## src/rtl/mem_ctrl_pkg.sv

```systemverilog
// Shared types and constants for the cache-to-memory request responder.
package mem_ctrl_pkg;

  localparam int unsigned MC_ADDR_W    = 32;
  localparam logic [31:0] MC_IO_BASE   = 32'h0003_0000;
  localparam logic [2:0]  MC_FETCH_LEN = 3'd4;

  // Controller FSM states.
  typedef enum logic [1:0] {
    MC_IDLE  = 2'd0,
    MC_READ  = 2'd1,
    MC_WRITE = 2'd2,
    MC_DONE  = 2'd3
  } mc_state_e;

  // Which requester owns the access in flight.
  typedef enum logic {
    PORT_DC = 1'b0,
    PORT_IC = 1'b1
  } mc_port_e;

  // One queued or active request.
  typedef struct packed {
    logic        ls;   // 1 = store
    logic [31:0] pc;   // start byte address
    logic [31:0] dt;   // store data, little-endian
    logic [2:0]  len;  // byte count
  } mc_req_t;

  // Little-endian byte lane i of a 32-bit word.
  function automatic logic [7:0] byte_lane(input logic [31:0] w, input logic [1:0] i);
    return w[{i, 3'b000} +: 8];
  endfunction

endpackage

```

## src/rtl/mem_ctrl_if.sv

```systemverilog
// Cache request ports plus the byte-wide RAM/IO bus of mem_ctrl.
// slave = the controller, master = the caches / memory side.
interface mem_ctrl_if;
  import mem_ctrl_pkg::*;

  logic                 iDC_en;
  logic                 iDC_ls;
  logic [31:0]          iDC_pc;
  logic [31:0]          iDC_dt;
  logic [2:0]           iDC_len;
  logic                 oDC_done;
  logic [31:0]          oDC_dt;
  logic                 oDC_wait;

  logic                 iIC_en;
  logic [31:0]          iIC_pc;
  logic                 oIC_done;
  logic [31:0]          oIC_dt;
  logic                 oIC_wait;

  logic [7:0]           mem_din;
  logic [7:0]           mem_dout;
  logic [MC_ADDR_W-1:0] mem_a;
  logic                 mem_wr;
  logic                 io_buffer_full;

  modport slave (
    input  iDC_en, iDC_ls, iDC_pc, iDC_dt, iDC_len,
    output oDC_done, oDC_dt, oDC_wait,
    input  iIC_en, iIC_pc,
    output oIC_done, oIC_dt, oIC_wait,
    input  mem_din, io_buffer_full,
    output mem_dout, mem_a, mem_wr
  );

  modport master (
    output iDC_en, iDC_ls, iDC_pc, iDC_dt, iDC_len,
    input  oDC_done, oDC_dt, oDC_wait,
    output iIC_en, iIC_pc,
    input  oIC_done, oIC_dt, oIC_wait,
    output mem_din, io_buffer_full,
    input  mem_dout, mem_a, mem_wr
  );

endinterface

```

## src/rtl/mem_ctrl_req_slot.sv

```systemverilog
// mem_req_slot: one-entry request latch. A pulse is captured when the slot
// is empty; a pulse while full is ignored. Dispatch clears the slot.
module mem_req_slot
  import mem_ctrl_pkg::*;
(
  input  logic    clk,
  input  logic    rst,     // asynchronous, active-low
  input  logic    rdy,     // low freezes the slot
  input  logic    push_i,
  input  mc_req_t req_i,
  input  logic    clr_i,
  output logic    full_o,
  output mc_req_t req_o,
  output logic    wait_o
);

  logic    full_q, full_d;
  mc_req_t req_q,  req_d;

  // Next slot contents: clear on dispatch, else capture into an empty slot.
  always_comb begin
    full_d = full_q;
    req_d  = req_q;
    if (clr_i) begin
      full_d = 1'b0;
    end else if (push_i && !full_q) begin
      full_d = 1'b1;
      req_d  = req_i;
    end else begin
      full_d = full_q;
    end
  end

  // Slot storage, frozen while rdy is low.
  always_ff @(posedge clk or negedge rst) begin
    if (!rst) begin
      full_q <= 1'b0;
      req_q  <= '0;
    end else if (rdy) begin
      full_q <= full_d;
      req_q  <= req_d;
    end
  end

  assign full_o = full_q;
  assign req_o  = req_q;
  assign wait_o = full_q;

endmodule

```

## src/rtl/mem_ctrl.sv

```systemverilog
// mem_ctrl: serialises dcache load/store and icache fetch requests into
// byte accesses on the unified RAM/IO bus and returns one done pulse.
// Optional build macro MEMCTRL_IO_STALL_EN: IO-space writes stall while
// io_buffer_full is high; without it io_buffer_full is ignored.
module mem_ctrl
  import mem_ctrl_pkg::*;
#(
  parameter int unsigned       ADDR_W  = MC_ADDR_W,
  parameter logic [ADDR_W-1:0] IO_BASE = MC_IO_BASE
)(
  input  logic      clk,
  input  logic      rst,   // asynchronous, active-low
  input  logic      rdy,   // low freezes all state
  mem_ctrl_if.slave bus
);

  mc_state_e   state_q,   state_d;
  logic [2:0]  idx_q,     idx_d;
  mc_req_t     act_q,     act_d;
  mc_port_e    port_q,    port_d;
  logic [31:0] data_q,    data_d;
  logic        dc_done_q, dc_done_d;
  logic        ic_done_q, ic_done_d;
  logic [31:0] dc_dt_q,   dc_dt_d;
  logic [31:0] ic_dt_q,   ic_dt_d;

  mc_req_t     dc_in_s, ic_in_s, dc_req_s, ic_req_s;
  logic        dc_full_s, ic_full_s, dc_wait_s, ic_wait_s;
  logic        dc_disp_s, ic_disp_s;
  logic [ADDR_W-1:0] cur_addr_s;
  logic [1:0]  lane_s;
  logic        is_io_s, stall_s;
  logic [ADDR_W-1:0] mem_a_s;
  logic [7:0]  mem_dout_s;
  logic        mem_wr_s;

  assign dc_in_s = '{ls: bus.iDC_ls, pc: bus.iDC_pc, dt: bus.iDC_dt, len: bus.iDC_len};
  assign ic_in_s = '{ls: 1'b0, pc: bus.iIC_pc, dt: 32'd0, len: MC_FETCH_LEN};

  // dcache always wins arbitration; icache only dispatches when dcache is empty.
  assign dc_disp_s = (state_q == MC_IDLE) && dc_full_s;
  assign ic_disp_s = (state_q == MC_IDLE) && !dc_full_s && ic_full_s;

  mem_req_slot u_dc_slot (
    .clk(clk), .rst(rst), .rdy(rdy),
    .push_i(bus.iDC_en), .req_i(dc_in_s), .clr_i(dc_disp_s),
    .full_o(dc_full_s), .req_o(dc_req_s), .wait_o(dc_wait_s)
  );

  mem_req_slot u_ic_slot (
    .clk(clk), .rst(rst), .rdy(rdy),
    .push_i(bus.iIC_en), .req_i(ic_in_s), .clr_i(ic_disp_s),
    .full_o(ic_full_s), .req_o(ic_req_s), .wait_o(ic_wait_s)
  );

  // Address of the byte being accessed; wraps modulo 2^ADDR_W.
  assign cur_addr_s = act_q.pc[ADDR_W-1:0] + ADDR_W'(idx_q);
  assign is_io_s    = (cur_addr_s >= IO_BASE);
  // A read byte arrives one cycle after its address, so capture lags idx by one.
  assign lane_s     = 2'(idx_q - 3'd1);

`ifdef MEMCTRL_IO_STALL_EN
  assign stall_s = is_io_s & bus.io_buffer_full;
`else
  logic unused_io_s;
  assign stall_s     = 1'b0;
  assign unused_io_s = is_io_s ^ bus.io_buffer_full;
`endif

  // State register, frozen while rdy is low.
  always_ff @(posedge clk or negedge rst) begin
    if (!rst) begin
      state_q <= MC_IDLE;
    end else if (rdy) begin
      state_q <= state_d;
    end
  end

  // Next-state logic.
  always_comb begin
    state_d = state_q;
    case (state_q)
      MC_IDLE: begin
        if (dc_full_s) begin
          state_d = dc_req_s.ls ? MC_WRITE : MC_READ;
        end else if (ic_full_s) begin
          state_d = MC_READ;
        end else begin
          state_d = MC_IDLE;
        end
      end
      MC_READ: begin
        // idx == len is the trailing capture-only cycle.
        if (idx_q >= act_q.len) begin
          state_d = MC_DONE;
        end else begin
          state_d = MC_READ;
        end
      end
      MC_WRITE: begin
        if (!stall_s && ((idx_q + 3'd1) >= act_q.len)) begin
          state_d = MC_DONE;
        end else begin
          state_d = MC_WRITE;
        end
      end
      MC_DONE: state_d = MC_IDLE;
      default: state_d = MC_IDLE;
    endcase
  end

  // Datapath next values: dispatch, byte counter, read assembly, done pulses.
  always_comb begin
    idx_d     = idx_q;
    act_d     = act_q;
    port_d    = port_q;
    data_d    = data_q;
    dc_done_d = 1'b0;
    ic_done_d = 1'b0;
    dc_dt_d   = dc_dt_q;
    ic_dt_d   = ic_dt_q;
    case (state_q)
      MC_IDLE: begin
        if (dc_full_s) begin
          act_d  = dc_req_s;
          port_d = PORT_DC;
          idx_d  = 3'd0;
          data_d = 32'd0;
        end else if (ic_full_s) begin
          act_d  = ic_req_s;
          port_d = PORT_IC;
          idx_d  = 3'd0;
          data_d = 32'd0;
        end else begin
          idx_d  = idx_q;
        end
      end
      MC_READ: begin
        if (idx_q != 3'd0) begin
          data_d[{lane_s, 3'b000} +: 8] = bus.mem_din;
        end else begin
          data_d = data_q;
        end
        if (idx_q < act_q.len) begin
          idx_d = idx_q + 3'd1;
        end else begin
          idx_d = idx_q;
        end
      end
      MC_WRITE: begin
        if (!stall_s) begin
          idx_d = idx_q + 3'd1;
        end else begin
          idx_d = idx_q;
        end
      end
      MC_DONE: begin
        if (port_q == PORT_DC) begin
          dc_done_d = 1'b1;
          dc_dt_d   = act_q.ls ? 32'd0 : data_q;
        end else begin
          ic_done_d = 1'b1;
          ic_dt_d   = data_q;
        end
      end
      default: idx_d = idx_q;
    endcase
  end

  // Datapath and registered done/data outputs, frozen while rdy is low.
  always_ff @(posedge clk or negedge rst) begin
    if (!rst) begin
      idx_q     <= 3'd0;
      act_q     <= '0;
      port_q    <= PORT_DC;
      data_q    <= 32'd0;
      dc_done_q <= 1'b0;
      ic_done_q <= 1'b0;
      dc_dt_q   <= 32'd0;
      ic_dt_q   <= 32'd0;
    end else if (rdy) begin
      idx_q     <= idx_d;
      act_q     <= act_d;
      port_q    <= port_d;
      data_q    <= data_d;
      dc_done_q <= dc_done_d;
      ic_done_q <= ic_done_d;
      dc_dt_q   <= dc_dt_d;
      ic_dt_q   <= ic_dt_d;
    end
  end

  // Bus drive: address during READ/WRITE byte cycles, data and strobe only in WRITE.
  always_comb begin
    mem_a_s    = '0;
    mem_dout_s = 8'd0;
    mem_wr_s   = 1'b0;
    case (state_q)
      MC_READ: begin
        if (idx_q < act_q.len) begin
          mem_a_s = cur_addr_s;
        end else begin
          mem_a_s = '0;
        end
      end
      MC_WRITE: begin
        mem_a_s    = cur_addr_s;
        mem_dout_s = byte_lane(act_q.dt, idx_q[1:0]);
        mem_wr_s   = rdy && !stall_s;
      end
      default: mem_a_s = '0;
    endcase
  end

  assign bus.mem_a    = mem_a_s;
  assign bus.mem_dout = mem_dout_s;
  assign bus.mem_wr   = mem_wr_s;
  assign bus.oDC_done = dc_done_q;
  assign bus.oDC_dt   = dc_dt_q;
  assign bus.oDC_wait = dc_wait_s;
  assign bus.oIC_done = ic_done_q;
  assign bus.oIC_dt   = ic_dt_q;
  assign bus.oIC_wait = ic_wait_s;

endmodule

```

## src/flat_wrapper.sv

```systemverilog
// flat-port wrapper written by rule: the top's interface ports become plain ports
module mem_ctrl_flat import mem_ctrl_pkg::*;
#(
  parameter int unsigned       ADDR_W  = MC_ADDR_W,
  parameter logic [ADDR_W-1:0] IO_BASE = MC_IO_BASE
)
  (clk, rst, rdy, bus_iDC_en, bus_iDC_ls, bus_iDC_pc, bus_iDC_dt, bus_iDC_len, bus_oDC_done, bus_oDC_dt, bus_oDC_wait, bus_iIC_en, bus_iIC_pc, bus_oIC_done, bus_oIC_dt, bus_oIC_wait, bus_mem_din, bus_io_buffer_full, bus_mem_dout, bus_mem_a, bus_mem_wr);
  mem_ctrl_if bus_i ();
  input  logic clk;
  input  logic rst;
  input  logic rdy;
  input wire logic [$bits(bus_i.iDC_en)-1:0] bus_iDC_en;
  input wire logic [$bits(bus_i.iDC_ls)-1:0] bus_iDC_ls;
  input wire logic [$bits(bus_i.iDC_pc)-1:0] bus_iDC_pc;
  input wire logic [$bits(bus_i.iDC_dt)-1:0] bus_iDC_dt;
  input wire logic [$bits(bus_i.iDC_len)-1:0] bus_iDC_len;
  output wire logic [$bits(bus_i.oDC_done)-1:0] bus_oDC_done;
  output wire logic [$bits(bus_i.oDC_dt)-1:0] bus_oDC_dt;
  output wire logic [$bits(bus_i.oDC_wait)-1:0] bus_oDC_wait;
  input wire logic [$bits(bus_i.iIC_en)-1:0] bus_iIC_en;
  input wire logic [$bits(bus_i.iIC_pc)-1:0] bus_iIC_pc;
  output wire logic [$bits(bus_i.oIC_done)-1:0] bus_oIC_done;
  output wire logic [$bits(bus_i.oIC_dt)-1:0] bus_oIC_dt;
  output wire logic [$bits(bus_i.oIC_wait)-1:0] bus_oIC_wait;
  input wire logic [$bits(bus_i.mem_din)-1:0] bus_mem_din;
  input wire logic [$bits(bus_i.io_buffer_full)-1:0] bus_io_buffer_full;
  output wire logic [$bits(bus_i.mem_dout)-1:0] bus_mem_dout;
  output wire logic [$bits(bus_i.mem_a)-1:0] bus_mem_a;
  output wire logic [$bits(bus_i.mem_wr)-1:0] bus_mem_wr;
  assign bus_i.iDC_en = bus_iDC_en;
  assign bus_i.iDC_ls = bus_iDC_ls;
  assign bus_i.iDC_pc = bus_iDC_pc;
  assign bus_i.iDC_dt = bus_iDC_dt;
  assign bus_i.iDC_len = bus_iDC_len;
  assign bus_oDC_done = bus_i.oDC_done;
  assign bus_oDC_dt = bus_i.oDC_dt;
  assign bus_oDC_wait = bus_i.oDC_wait;
  assign bus_i.iIC_en = bus_iIC_en;
  assign bus_i.iIC_pc = bus_iIC_pc;
  assign bus_oIC_done = bus_i.oIC_done;
  assign bus_oIC_dt = bus_i.oIC_dt;
  assign bus_oIC_wait = bus_i.oIC_wait;
  assign bus_i.mem_din = bus_mem_din;
  assign bus_i.io_buffer_full = bus_io_buffer_full;
  assign bus_mem_dout = bus_i.mem_dout;
  assign bus_mem_a = bus_i.mem_a;
  assign bus_mem_wr = bus_i.mem_wr;
  mem_ctrl #(.ADDR_W(ADDR_W), .IO_BASE(IO_BASE)) u_core (.clk(clk), .rst(rst), .rdy(rdy), .bus(bus_i));
endmodule
```

## config.mk

```make
export PLATFORM = sky130hd
export DESIGN_NAME = mem_ctrl_flat
export DESIGN_NICKNAME = d
export VERILOG_FILES = /design/src/rtl/mem_ctrl_pkg.sv /design/src/rtl/mem_ctrl_if.sv /design/src/rtl/mem_ctrl_req_slot.sv /design/src/rtl/mem_ctrl.sv /design/src/flat_wrapper.sv
export SDC_FILE = /design/constraint.sdc
export NUM_CORES = 1
export LEC_CHECK = 0
export BUFFER_PORTS_ARGS = -buffer_cell sky130_fd_sc_hd__buf_2
export CAP_MARGIN = 30
export CORE_ASPECT_RATIO = 0.8
export CORE_MARGIN = 2
export CORE_UTILIZATION = 50
export DETAILED_ROUTE_END_ITERATION = 6
export PLACE_DENSITY = 0.82
export SLEW_MARGIN = 20
export SYNTH_ARGS = -nofsm -noshare
export SYNTH_HDL_FRONTEND = slang
export SYNTH_SLANG_ARGS = --single-unit
```

## constraint.sdc

```tcl
create_clock -name clk -period 2.9 [get_ports clk]
set_clock_uncertainty 0.1 [all_clocks]
set_input_delay 0.29 -clock clk [delete_from_list [all_inputs] [get_ports clk]]
set_output_delay 0.29 -clock clk [all_outputs]
set_load 0.005 [all_outputs]
```

==> reports/results.ini <==
[yosys]
synth-main-ff-cell=dfrtp_1
synthesis.area_mm2=0.0122
yosysWarnings=0
syn_inst=1032
ys_types=52
seq_area_frac_synth_pct=56.5
avgSynthCellArea_um2=11.8
synthArstFlopShare_pct=100
ys_ff_latch=275
synth_edf_count=0
synth_nets=1165

[timing]
tns_ps=0
maxSlewViolCount=0
worst_slack_ps=30.2
holdWs_ps=89.7
finalCriticalPeriod_ps=2870
max_freq_mhz=348
hold_viol_final=0
rsz0062_at_grt=true
post-route-period-util_pct=99.0
finalSetupViolations=0
worstMarginPinSlew_ps=766
slew_headroom_pct=48.9

[global_routing]
grt_pass1_wl_mm=47.9
overflow=0
antenna_found_initial=1
grt_start_max_net_pins=92
track_usage_pct=23.7
grt_pass1_vias=9107

[setup_path]
start_kind=register
path_cells=ha_4, nor2b_4, o21ai_0, and3b_2, o21ai_4, clkbuf_16, nor2_2, buf_2
cp_max_fo=8
arrival_ps=2480
slowest_stage=dfrtp_1
worst_ep_required_time_ps=2510
crit_path_end_kind=primary output
max_stage_delay_ps=450
critical_path_class=register to primary output

[cells_and_area]
drive_above_1_share_pct=32.1
final_cell_mix=dfrtp_1 (274), buf_2 (220), nand2_1 (147), dlygate4sd3_1 (110), mux2_2 (100)
fillers=1774
final_core_util_pct=66.1
regArea_mm2=0.00688
layout-area-overhead-vs-synth_pct=30.9
final_cell_area_mm2=0.0160
multiInputGateArea_mm2=0.00497
layout_commonest_cell=dfrtp_1
final_nets=1497

[floorplan]
dieHeight_um=144
start_util_pct=50.5
rows=51
dieArea_mm2=0.0256
die_x_um=179
core-area_mm2=0.0241
ios=223

[flow_run]
drv_cap=0

[clocking]
clk_pin_slew_worst_paths_ps=60
root_buffer=clkbuf_16
cts_sinks=275
cts_tree=done
clock_path_buffers=3
worstSkewPairLatency_ps=550
cts_made_buffers=28
htreeDepth=1

[route]
wl_mm=31.1
vias=9125
drc=0
drtAntennaViolNets=0
first_pass_iters=5
vias_per_cell=5.36
drt-initial-drc-count=436
wl_per_cell_um=18.3

[place]
dp_slack_ps=383
place.gp.congestion=0.814
portBuffers=221
dp_hpwl_mm=19.3
placed_cell_area_mm2=0.0137

[power]
leakage_nw=7.55
power_density_mw_per_mm2=992
peakVddDrop_uv=583

[run_status]
status=finished, final reports clean

[min_path]
hold_path.class=primary input to register

-- where the power goes --
part / internal, mW / switching [mW]
logic: 2.73 / 2.76
clock network: 2.22 / 1.50
registers: 5.51 / 1.13
-- cells by family (layout without fill, tap and decap cells) --
logic type,after synthesis,in the layout,share of synthesized area (%)
flops,275,275,56.5
simple gates,266,266,10.7
mux,171,171,15.9
compound gates,164,164,9.30
buf+inv,107,460,3.48
xor+xnor,30,30,2.16
fa+ha+maj,19,19,2.01
other cells,0,1,0
-- synth_stat cells, types with 4 or more instances --
library cell / count / area share [%]
nand2_1: 147 / 4.5
and3_1: 4 / 0.21
nor2_1: 41 / 1.3
xnor2_1: 24 / 1.7
nand4_1: 4 / 0.21
nor4_2: 8 / 0.82
o31ai_1: 32 / 2.0
and2_1: 11 / 0.56
clkbuf_1: 33 / 1.0
a21oi_4: 4 / 0.53
buf_2: 15 / 0.62
a22o_1: 35 / 2.5
nand3b_1: 4 / 0.25
o21ai_0: 71 / 2.9
buf_1: 12 / 0.37
inv_1: 46 / 1.4
mux2i_1: 63 / 5.2
nor3_1: 9 / 0.37
nor2b_1: 6 / 0.31
mux2_2: 100 / 9.2
o21ai_1: 4 / 0.16
nand3_1: 10 / 0.41
xor2_1: 6 / 0.43
nor2_2: 4 / 0.21
a21oi_1: 4 / 0.16
ha_1: 18 / 1.8
dfrtp_1: 275 / 56
mux4_2: 8 / 1.5
-- worst max-delay path: cells and delay by family (launching register included) --
family / cells / cell delay, ps
AO/OA/AOI/OAI: 2 / 390
flip-flops: 1 / 450
adder cells (fa/ha/maj): 1 / 310
AND/OR/NAND/NOR: 3 / 420
buffers and inverters: 2 / 360
-- sequential cells by signal, indices dropped and copies added (netlist names), 2 cells and up --
signal,flops
u_core.bus.oDC_dt,32
u_core.idx_q,3
u_core.data_q,32
u_core.u_dc_slot.req_o,68
u_core.bus.oIC_dt,32
u_core.state_q,2
u_core.u_ic_slot.req_o,33
u_core.act_q,68
-- layer usage --
metal	part of all wire, %	global-route usage, %
met5	0	0
met4	2.9	6.85
met3	5.1	3.31
met2	47	39.4
met1	45	32.7
-- layout make-up --
type,count,share of cell area [%]
sequential,275,43.1
multi-input combinational,650,31.1
timing repair buffer,363,16.1
clock buffer,41,5.14
tap,318,2.49
inverter,46,1.08
clock inverter,10,0.855
antenna,1,0.0157
-- through the flow --
stage / power, mW / instances
3_5_place_dp: 11.6 / 1535
5_1_grt: 16.8 / 1704
4_1_cts: 15.6 / 1697
6_report: 15.8 / 1704
2_1_floorplan: 9.74 / 1032
3_3_place_gp: 11.3 / 1535
-- path summary, 6_finish.rpt --
kind / to / cells past startpoint / slack, ps / start
min in group asynchronous: u_core.act_q[53] / 2 / 160 / rst
setup reg to reg: u_core.data_q[3] / 6 / 600 / u_core.state_q[1]
hold reg to reg: u_core.act_q[32] / 1 / 370 / u_core.u_dc_slot.req_o[32]
hold / removal: u_core.state_q[0] / 2 / 90 / rdy
max in group asynchronous: u_core.u_dc_slot.req_o[32] / 3 / 1680 / rst
setup / recovery: bus_mem_a[31] / 8 / 30 / u_core.idx_q[1]
-- timing repair --
action,CTS,global route
pin swaps,0,2
endpoints found under the hold margin,184,0
setup buffers,1,3
resized for setup,10,13
hold buffers,110,0
cloned,0,3
endpoints found under the setup margin,32,32
Note: power is estimated with default switching activity, not from simulation.
